==> config.mk <==
export PLATFORM = sky130hd
export DESIGN_NAME = risc16b_mem_arbiter
export DESIGN_NICKNAME = d
export VERILOG_FILES = /design/src/rtl/risc16b_mem_arbiter.sv
export SDC_FILE = /design/constraint.sdc
export NUM_CORES = 1
export LEC_CHECK = 0
export CAP_MARGIN = 20
export CORE_MARGIN = 2
export CORE_UTILIZATION = 35
export CTS_CLUSTER_DIAMETER = 30
export CTS_CLUSTER_SIZE = 10
export DETAILED_ROUTE_END_ITERATION = 12
export PLACE_DENSITY_LB_ADDON = 0.08
export SLEW_MARGIN = 15
export SYNTH_ARGS = -nofsm -noshare
export SYNTH_HDL_FRONTEND = slang
export SYNTH_SLANG_ARGS = --single-unit
==> constraint.sdc <==
create_clock -name clk -period 2.2 [get_ports clk]
set_input_delay 0.33 -clock clk [delete_from_list [all_inputs] [get_ports clk]]
set_output_delay 0.33 -clock clk [all_outputs]
set_load 0.05 [all_outputs]
==> src/rtl/risc16b_mem_arbiter.sv <==
// risc16b_mem_arbiter
//   Shares one single-port synchronous 64Ki x 8 SRAM (16-bit words) between the risc16b
//   instruction and data ports, and decodes the IO_PAGE (addr[15:8]) to an MMIO bus.
//   One access is granted per cycle, combinationally from that cycle's requests; read
//   data returns one cycle after the grant.
//
// Optional feature: define RISC16B_ARB_FAIR_EN to cap consecutive data grants at
// MAX_D_STREAK while a fetch is waiting. Without it, data always wins.
//
// Ports
//   clk, rst                     clock, synchronous active-high reset
//   i_req/i_addr                 fetch request (held until i_gnt)
//   i_gnt/i_valid/i_rdata/i_err  fetch grant, response; i_err for fetches from IO_PAGE
//   d_req/d_addr/d_we/d_wdata    data request; d_we[0] -> bits 15:8, d_we[1] -> bits 7:0
//   d_gnt/d_valid/d_rdata        data grant, read response
//   m_*                          SRAM word port (m_rdata registered, 1 cycle after m_oe)
//   io_*                         MMIO port (io_rdata 1 cycle after io_oe)
module risc16b_mem_arbiter #(
  parameter int unsigned MAX_D_STREAK = 4,
  parameter logic [7:0]  IO_PAGE      = 8'h7f
) (
  input  logic        clk,
  input  logic        rst,
  input  logic        i_req,
  input  logic [15:0] i_addr,
  output logic        i_gnt,
  output logic        i_valid,
  output logic [15:0] i_rdata,
  output logic        i_err,
  input  logic        d_req,
  input  logic [15:0] d_addr,
  input  logic [1:0]  d_we,
  input  logic [15:0] d_wdata,
  output logic        d_gnt,
  output logic        d_valid,
  output logic [15:0] d_rdata,
  output logic [14:0] m_addr,
  output logic        m_oe,
  output logic [1:0]  m_we,
  output logic [15:0] m_wdata,
  input  logic [15:0] m_rdata,
  output logic [7:0]  io_addr,
  output logic        io_oe,
  output logic [1:0]  io_we,
  output logic [15:0] io_wdata,
  input  logic [15:0] io_rdata
);

  logic        d_win;
  logic        i_win;
  logic        force_i;
  logic [15:0] addr;
  logic        io_hit;
  logic        rd_grant;

  // Read owner: valid, port (1 = data), io (source bus; for fetches it flags the error)
  logic        rd_valid_q;
  logic        rd_port_q;
  logic        rd_io_q;
  logic [15:0] rd_src;
  logic [15:0] i_hold_q;
  logic [15:0] d_hold_q;

`ifdef RISC16B_ARB_FAIR_EN
  logic [2:0] streak_q;
  logic [2:0] streak_d;

  assign force_i = i_req && (32'(streak_q) >= MAX_D_STREAK);

  always_comb begin
    streak_d = streak_q;
    if (!i_req || i_win) begin
      streak_d = 3'd0;
    end else if (d_win && streak_q != 3'd7) begin
      streak_d = streak_q + 3'd1;
    end
  end

  always_ff @(posedge clk) begin
    if (rst) begin
      streak_q <= 3'd0;
    end else begin
      streak_q <= streak_d;
    end
  end
`else
  logic unused_max_d_streak;
  assign unused_max_d_streak = ^MAX_D_STREAK;
  assign force_i = 1'b0;
`endif

  always_comb begin
    d_win = 1'b0;
    i_win = 1'b0;
    if (!rst) begin
      if (d_req && !force_i) begin
        d_win = 1'b1;
      end else if (i_req) begin
        i_win = 1'b1;
      end
    end
  end

  assign d_gnt    = d_win;
  assign i_gnt    = i_win;
  assign addr     = d_win ? d_addr : i_addr;
  assign io_hit   = (addr[15:8] == IO_PAGE);
  assign rd_grant = i_win || (d_win && (d_we == 2'b00));

  always_comb begin
    m_addr   = '0;
    m_oe     = 1'b0;
    m_we     = '0;
    m_wdata  = '0;
    io_addr  = '0;
    io_oe    = 1'b0;
    io_we    = '0;
    io_wdata = '0;
    if (d_win) begin
      if (io_hit) begin
        io_addr  = addr[7:0];
        io_oe    = (d_we == 2'b00);
        io_we    = d_we;
        io_wdata = d_wdata;
      end else begin
        m_addr  = addr[15:1];
        m_oe    = (d_we == 2'b00);
        m_we    = d_we;
        m_wdata = d_wdata;
      end
    end else if (i_win && !io_hit) begin
      // Fetches from the MMIO page are never issued to the bus.
      m_addr = addr[15:1];
      m_oe   = 1'b1;
    end
  end

  always_ff @(posedge clk) begin
    if (rst) begin
      rd_valid_q <= 1'b0;
      rd_port_q  <= 1'b0;
      rd_io_q    <= 1'b0;
      i_hold_q   <= '0;
      d_hold_q   <= '0;
    end else begin
      rd_valid_q <= rd_grant;
      rd_port_q  <= d_win;
      rd_io_q    <= io_hit;
      i_hold_q   <= i_rdata;
      d_hold_q   <= d_rdata;
    end
  end

  assign rd_src  = rd_io_q ? io_rdata : m_rdata;
  assign i_valid = rd_valid_q && !rd_port_q && !rst;
  assign d_valid = rd_valid_q && rd_port_q && !rst;
  assign i_err   = i_valid && rd_io_q;

  always_comb begin
    i_rdata = i_hold_q;
    d_rdata = d_hold_q;
    if (rst) begin
      i_rdata = '0;
      d_rdata = '0;
    end else begin
      if (i_valid) begin
        i_rdata = rd_io_q ? 16'h0000 : rd_src;
      end
      if (d_valid) begin
        d_rdata = rd_src;
      end
    end
  end

endmodule

==> flow_summary_export.csv, run 1 <==
group,metric,value,unit
run_status,outcome,"complete, no violations",
logic_synthesis,ys_seq_area_frac,0.320,
worst_setup_path,cp_slowest_cell,"clkdlybuf4s50_1",
sta,max_freq,0.464,GHz
worst_setup_path,crit_path_max_fanout,8,
clock_tree,cts-root-buf,"clkbuf_8",
worst_setup_path,criticalPathCategory,"input port to primary output",
worst_hold_path,worstHoldStart,"rst",
global_routing,overflow,0,
sta,skew,4.85,ps
worst_setup_path,r2r_setup_slack,860,ps
finish,drive_above_1_share,0.350,
floorplan,die_area,0.00690,mm²
clock_tree,cts_buffer_depth,2,
finish,layout.nets,573,
worst_setup_path,crit_path_end_kind,"primary output",
finish,n_antenna_cell,0,
power_and_ir_drop,p_comb_frac,0.396,
power_and_ir_drop,leakage,2.09,nW
worst_setup_path,worstReg2RegStart,"rd_valid_q",
finish,nFillCells,325,
detailed_routing,antenna_left,0,
finish,layout_common_cells,"clkdlybuf4s50_1 (77), buf_12 (77), nand2_1 (47)",
placement,dp_cells,551,
worst_setup_path,cp.arrival,1830,ps
power_and_ir_drop,swShare,0.328,
sta,tightestPinTransition,437,ps
global_routing,grt_pass1_wl,14700,µm
floorplan,die_x,83.1,µm
worst_setup_path,critPathBufInv,4,
detailed_routing,vias,2925,
sta,whs,386,ps
sta,finalWorstSetupSlack,43.0,ps
finish,multi_input_area,0.00148,mm²
finish,register_area,701,µm²
floorplan,initial_utilization,0.365,
floorplan,die_y,83.1,µm
sta,finalCritPeriodShare,0.980,
clock_tree,hold_buffers,0,
sta,hold_viol_final,0,
clock_tree,clk_pin_slew,60,ps
worst_setup_path,required,1870,ps
power_and_ir_drop,p_clk_frac,0.264,
detailed_routing,wire_per_inst,17.0,µm
worst_hold_path,hold_depth,2,
global_routing,grt_max_degree,67,
sta,slew_viol_final,0,
logic_synthesis,synth_warnings,0,
sta,min_period,2160,ps
sta,max_slew_margin,0.709,
placement,port_buffers,182,
worst_setup_path,worstPathCellList,"clkdlybuf4s50_1, and4_4, buf_4, a21oi_4, clkbuf_16, a22o_1, buf_12",
detailed_routing,drc_errors,0,
worst_hold_path,hold_class,"input port to flop",
logic_synthesis,synth_cells,305,
power_and_ir_drop,power_density,383,mW/mm²
global_routing,first_global_vias,2922,
detailed_routing,drt-pass1-iter-count,4,
logic_synthesis,syn-num-nets,391,
logic_synthesis,synth_area,0.00219,mm²
detailed_routing,drtIter0Drc,118,
clock_tree,cts_buffers,5,
logic_synthesis,synth_seq_cells,35,
worst_setup_path,crit_family,"buffers and inverters",
detailed_routing,routed_wl,9590,µm
logic_synthesis,yosysUniqueCellTypes,31,
floorplan,row_count,28,
worst_setup_path,reg2reg_depth,4,
sta,rsz0062_at_grt,"yes",
finish,syn_to_final_growth,133,%
worst_setup_path,crit_cells,7,
clock_tree,cts_tree,"done",
worst_setup_path,r2r_end,"d_hold_q[9]",
placement,place_worst_setup_slack,-66.3,ps
finish,stdcell_count,563,
worst_setup_path,critPathLaunchType,"input port",
floorplan,core-area,0.00599,mm²
clock_tree,cts_sinks,35,
global_routing,grt_usage,0.261,
global_routing,antenna_found_initial,0,
placement,hpwl,7510,µm
detailed_routing,viasPerCell,5.20,
placement,globalplace.congestion,0.856,
worst_hold_path,hold_end,"rd_valid_q",
worst_setup_path,critical-path-max-stage-delay,480,ps
clock_tree,htreeDepth,2,
logic_synthesis,postSynthAreaPerCell,7.18,µm²
power_and_ir_drop,p_sw,0.641,mW
sta,finalSetupViolCount,0,
clock_tree,clock_latency,290,ps
power_and_ir_drop,internal-power,1.31,mW
floorplan,ios,184,
power_and_ir_drop,peakVddDrop,0.363,mV
power_and_ir_drop,power_frac_seq,0.340,
job,drv_cap,0,
per-stage QoR:
stage | setup TNS [ps] | total power, mW | instance area (µm²) | utilization
after CTS | -26.2 | 1.94 | 4930 | 0.824
after detailed placement | -491 | 1.43 | 4820 | 0.805
after floorplan | -675 | 1.03 | 2250 | -
after global routing | -61.8 | 2.02 | 5100 | 0.851
final | 0 | 1.95 | 5100 | 0.851
after global placement | -262 | 1.42 | 4820 | 0.805
state kept, by name (all words and copies together) (netlist names):
name	cells
i_hold_q	16
rd_io_q	1
d_hold_q	16
rd_valid_q	1
rd_port_q	1
final cells by class:
class,instances,area share
clock inverter,1,0.00147
timing repair buffer,201,0.533
multi-input combinational,242,0.290
sequential,35,0.137
tap,75,0.0184
clock buffer,7,0.0189
inverter,2,0.00147
routing by layer:
layer / wire [µm] / GRT usage / share of wire
met5: 0 / 0 / 0
met4: 228 / 0.0849 / 0.024
met3: 727 / 0.0885 / 0.076
met2: 5060 / 0.469 / 0.53
met1: 3570 / 0.286 / 0.37
synth_stat cells:
| cell | n | area [µm²] |
|---|---|---|
| nand2b_4 | 1 | 13.8 |
| clkbuf_1 | 5 | 18.8 |
| buf_6 | 4 | 45.0 |
| nor2b_1 | 16 | 100 |
| nor3_1 | 31 | 155 |
| a21oi_4 | 1 | 16.3 |
| a211oi_1 | 17 | 128 |
| nand2_1 | 48 | 180 |
| nand3_4 | 1 | 17.5 |
| and2_1 | 14 | 87.6 |
| mux2i_1 | 2 | 20.0 |
| and3_1 | 1 | 6.26 |
| nor2_1 | 52 | 195 |
| a21oi_1 | 33 | 165 |
| nor3b_4 | 1 | 18.8 |
| and4b_2 | 1 | 11.3 |
| a22o_1 | 15 | 131 |
| dfxtp_1 | 35 | 701 |
| and4_1 | 1 | 8.76 |
| inv_2 | 1 | 3.75 |
| buf_1 | 2 | 7.51 |
| nand3b_1 | 1 | 7.51 |
| and4b_1 | 1 | 10.0 |
| nand2b_1 | 1 | 6.26 |
| a21boi_4 | 1 | 18.8 |
| buf_2 | 12 | 60.1 |
| nor4b_2 | 1 | 15.0 |
| and4_2 | 1 | 10.0 |
| inv_1 | 1 | 3.75 |
| nand3_1 | 1 | 5.00 |
| buf_4 | 3 | 22.5 |
worst max-delay path by stage:
stage / from / endpoint / slack (ps)
2_1_floorplan: rst / io_wdata[10] / -40
3_3_place_gp: d_addr[11] / io_addr[5] / -40
3_5_place_dp: d_addr[12] / io_we[1] / -70
4_1_cts: d_addr[10] / io_oe / -9
5_1_grt: rd_valid_q / d_rdata[13] / -20
6_report: d_addr[10] / m_addr[11] / 40
timing repair:
action                     4_1_cts  5_1_grt
gates cloned                     0        1
gates resized for setup          3       34
setup endpoints to repair       14       53
pin swaps                        0        4
buffers inserted                 0        3
cell families after synthesis:
kind of cell    after synthesis  share of synthesized area
buf+inv                      28                     0.0737
mux                           2                    0.00914
flops                        35                      0.320
compound gates               67                      0.210
simple gates                173                      0.387
power groups by stage:
stage / Combinational (mW) / Sequential [mW] / Clock, mW
finish: 0.774 / 0.665 / 0.515
CTS: 0.759 / 0.664 / 0.519
global route: 0.810 / 0.667 / 0.547
global placement: 0.743 / 0.677 / 0
floorplan: 0.353 / 0.677 / 0
detailed placement: 0.755 / 0.678 / 0
worst reg2reg max path: stages, from the launching register on:
cell and delay [ps]:
dfxtp_1 390, and2_1 420, buf_4 240, nor2_1 70, nor3_1 140
Power figures use the tool's default switching activity.
==> run 2, diff against run 1 <==
CAP_MARGIN = default   (was 20)
PLACE_DENSITY_LB_ADDON = 0.3   (was 0.08)
REMOVE_ABC_BUFFERS = 1   (was default)
==> flow_summary_export.csv, run 2 (same netlist as run 1, synthesis figures left out) <==
group,metric,value,unit
sta,hold_viol_final,0,
floorplan,die_x,83.1,µm
worst_setup_path,crit_family,"buffers and inverters",
floorplan,row_count,28,
clock_tree,cts_buffer_depth,2,
sta,max_slew_margin,0.702,
sta,finalSetupTns,-22.1,ps
global_routing,grt_usage,0.259,
finish,top_regs,"d_hold_q x16, i_hold_q x16",
clock_tree,hold_buffers,0,
worst_setup_path,r2r_end,"d_hold_q[13]",
detailed_routing,drc_errors,0,
global_routing,antenna_found_initial,0,
worst_hold_path,hold_depth,3,
sta,tightestPinTransition,444,ps
floorplan,initial_utilization,0.365,
detailed_routing,route.met2.wl,4890,µm
clock_tree,cts_tree,"done",
detailed_routing,wire_per_inst,16.5,µm
detailed_routing,viasPerCell,5.18,
run_status,violations,"setup timing",
detailed_routing,antenna_left,0,
placement,port_buffers,182,
run_status,outcome,"complete, but fails checks",
global_routing,overflow,0,
power_and_ir_drop,leakage,2.03,nW
worst_setup_path,required,1870,ps
sta,min_period,2220,ps
worst_setup_path,critPathBufInv,3,
worst_setup_path,cp.arrival,1890,ps
power_and_ir_drop,peakVddDrop,0.308,mV
clock_tree,cts_sinks,35,
worst_hold_path,hold_end,"rd_port_q",
clock_tree,clock_latency,290,ps
sta,finalWorstSetupSlack,-22.1,ps
sta,skew,12.5,ps
finish,layout_common_cells,"clkdlybuf4s50_1 (82), buf_12 (80), nor2_1 (50)",
finish,final_common_cell,"clkdlybuf4s50_1",
worst_setup_path,r2r_setup_slack,880,ps
detailed_routing,highest_layer,"met4",
worst_setup_path,crit_path_end_kind,"primary output",
worst_setup_path,critPathLaunchType,"input port",
worst_setup_path,crit_path_max_fanout,18,
global_routing,first_global_vias,2982,
sta,finalSetupViolCount,1,
sta,whs,442,ps
worst_setup_path,worstReg2RegStart,"rd_valid_q",
placement,hpwl,7520,µm
worst_setup_path,cp_slowest_cell,"clkdlybuf4s50_1",
power_and_ir_drop,power_density,397,mW/mm²
floorplan,die_area,0.00690,mm²
finish,drive_above_1_share,0.312,
finish,layout.nets,576,
sta,max_freq,0.450,GHz
detailed_routing,routed_wl,9340,µm
clock_tree,cts_buffers,5,
clock_tree,htreeDepth,2,
clock_tree,cts-root-buf,"clkbuf_8",
job,drv_cap,0,
detailed_routing,vias,2933,
detailed_routing,drt-pass1-iter-count,4,
worst_setup_path,reg2reg_depth,4,
worst_setup_path,criticalPathCategory,"input port to primary output",
worst_setup_path,worstPathCellList,"clkdlybuf4s50_1, and4_4, buf_4, nand3_4, nor2_1, buf_12",
detailed_routing,route.met3.wl,738,µm
placement,globalplace.congestion,0.794,
sta,finalCritPeriodShare,1.01,
worst_setup_path,critical-path-max-stage-delay,500,ps
floorplan,die_y,83.1,µm
detailed_routing,wirelength_met1,3430,µm
global_routing,grt_pass1_wl,14700,µm
floorplan,core-area,0.00599,mm²
worst_hold_path,hold_class,"input port to flop",
clock_tree,clk_pin_slew,70,ps
sta,slew_viol_final,0,
global_routing,grt_max_degree,36,
finish,n_antenna_cell,0,
sta,rsz0062_at_grt,"yes",
worst_hold_path,worstHoldStart,"rst",
finish,syn_to_final_growth,130,%
detailed_routing,drtIter0Drc,125,
floorplan,ios,184,
-- run 2: cell types whose count changed in the layout (fill, tap and decap cells not counted), sizes merged --
| cell | delta |
|---|---|
| buf | +4 |
| clkdlybuf4s50 | +5 |
| bufinv | +1 |
| clkbuf | -3 |
| clkinv | +2 |
| dlygate4sd2 | +1 |
| dlymetal6s2s | -6 |
| clkinvlp | -1 |
-- run 2: repair_timing --
item                                    4_1_cts  5_1_grt
resized for setup                            12        9
endpoints found under the setup margin       37       26
pin swaps                                     2        0
setup buffers                                 0        1
-- run 2: how the worst max path moves through the flow --
| stage | cells past startpoint | end | startpoint |
|---|---|---|---|
| floorplan | 2 | d_rdata[14] | rd_io_q |
| global placement | 6 | io_addr[2] | d_addr[12] |
| detailed placement | 6 | io_addr[0] | d_addr[12] |
| CTS | 7 | io_oe | d_addr[10] |
| global route | 6 | io_wdata[0] | d_addr[10] |
| finish | 6 | io_wdata[0] | d_addr[10] |
-- run 2: worst register-to-register path, cell delays in order (launching register included) --
cell      delay [ps]
dfxtp_1          360
nand2_1          230
buf_12           240
a211oi_1         280
nor3_1            90
-- run 2: layer usage --
metal / vias up / GRT usage
met5: - / 0
met3: 22 / 0.0835
met1: 1338 / 0.282
met4: 0 / 0.0939
li1: 1423 / -
met2: 150 / 0.467
-- run 2: report_power, final --
part | switching [mW] | leakage, nW | internal (mW)
Combinational | 0.394 | 1.69 | 0.371
Clock | 0.234 | 0.0581 | 0.337
Sequential | 0.00698 | 0.285 | 0.657
-- run 2: final cells by class --
cell class,instances,area (µm²)
inverters,2,7.51
fillers,340,958
repair buffers,204,2750
well taps,75,93.8
flip-flops and latches,35,701
multi-input cells,242,1370
clock buffers,5,68.8
clock inverters,3,43.8
-- run 2: metrics by stage --
step / util / setup WS [ps] / total power, mW / cell area [µm²] / instances
6_report: 0.840 / -22.1 / 2.00 / 5030 / 566
5_1_grt: 0.840 / -54.1 / 2.09 / 5030 / 566
4_1_cts: 0.835 / -14.8 / 2.01 / 5000 / 565
3_5_place_dp: 0.811 / -100 / 1.44 / 4860 / 557
3_3_place_gp: 0.811 / -82.8 / 1.42 / 4860 / 557
2_1_floorplan: - / -368 / 0.995 / 2040 / 279
==> run 3, diff against run 2 <==
GPL_TIMING_DRIVEN = 1   (was default)
==> results of run 3 <==
Same layout as run 2: the final DEF is identical, and so are final timing and power.
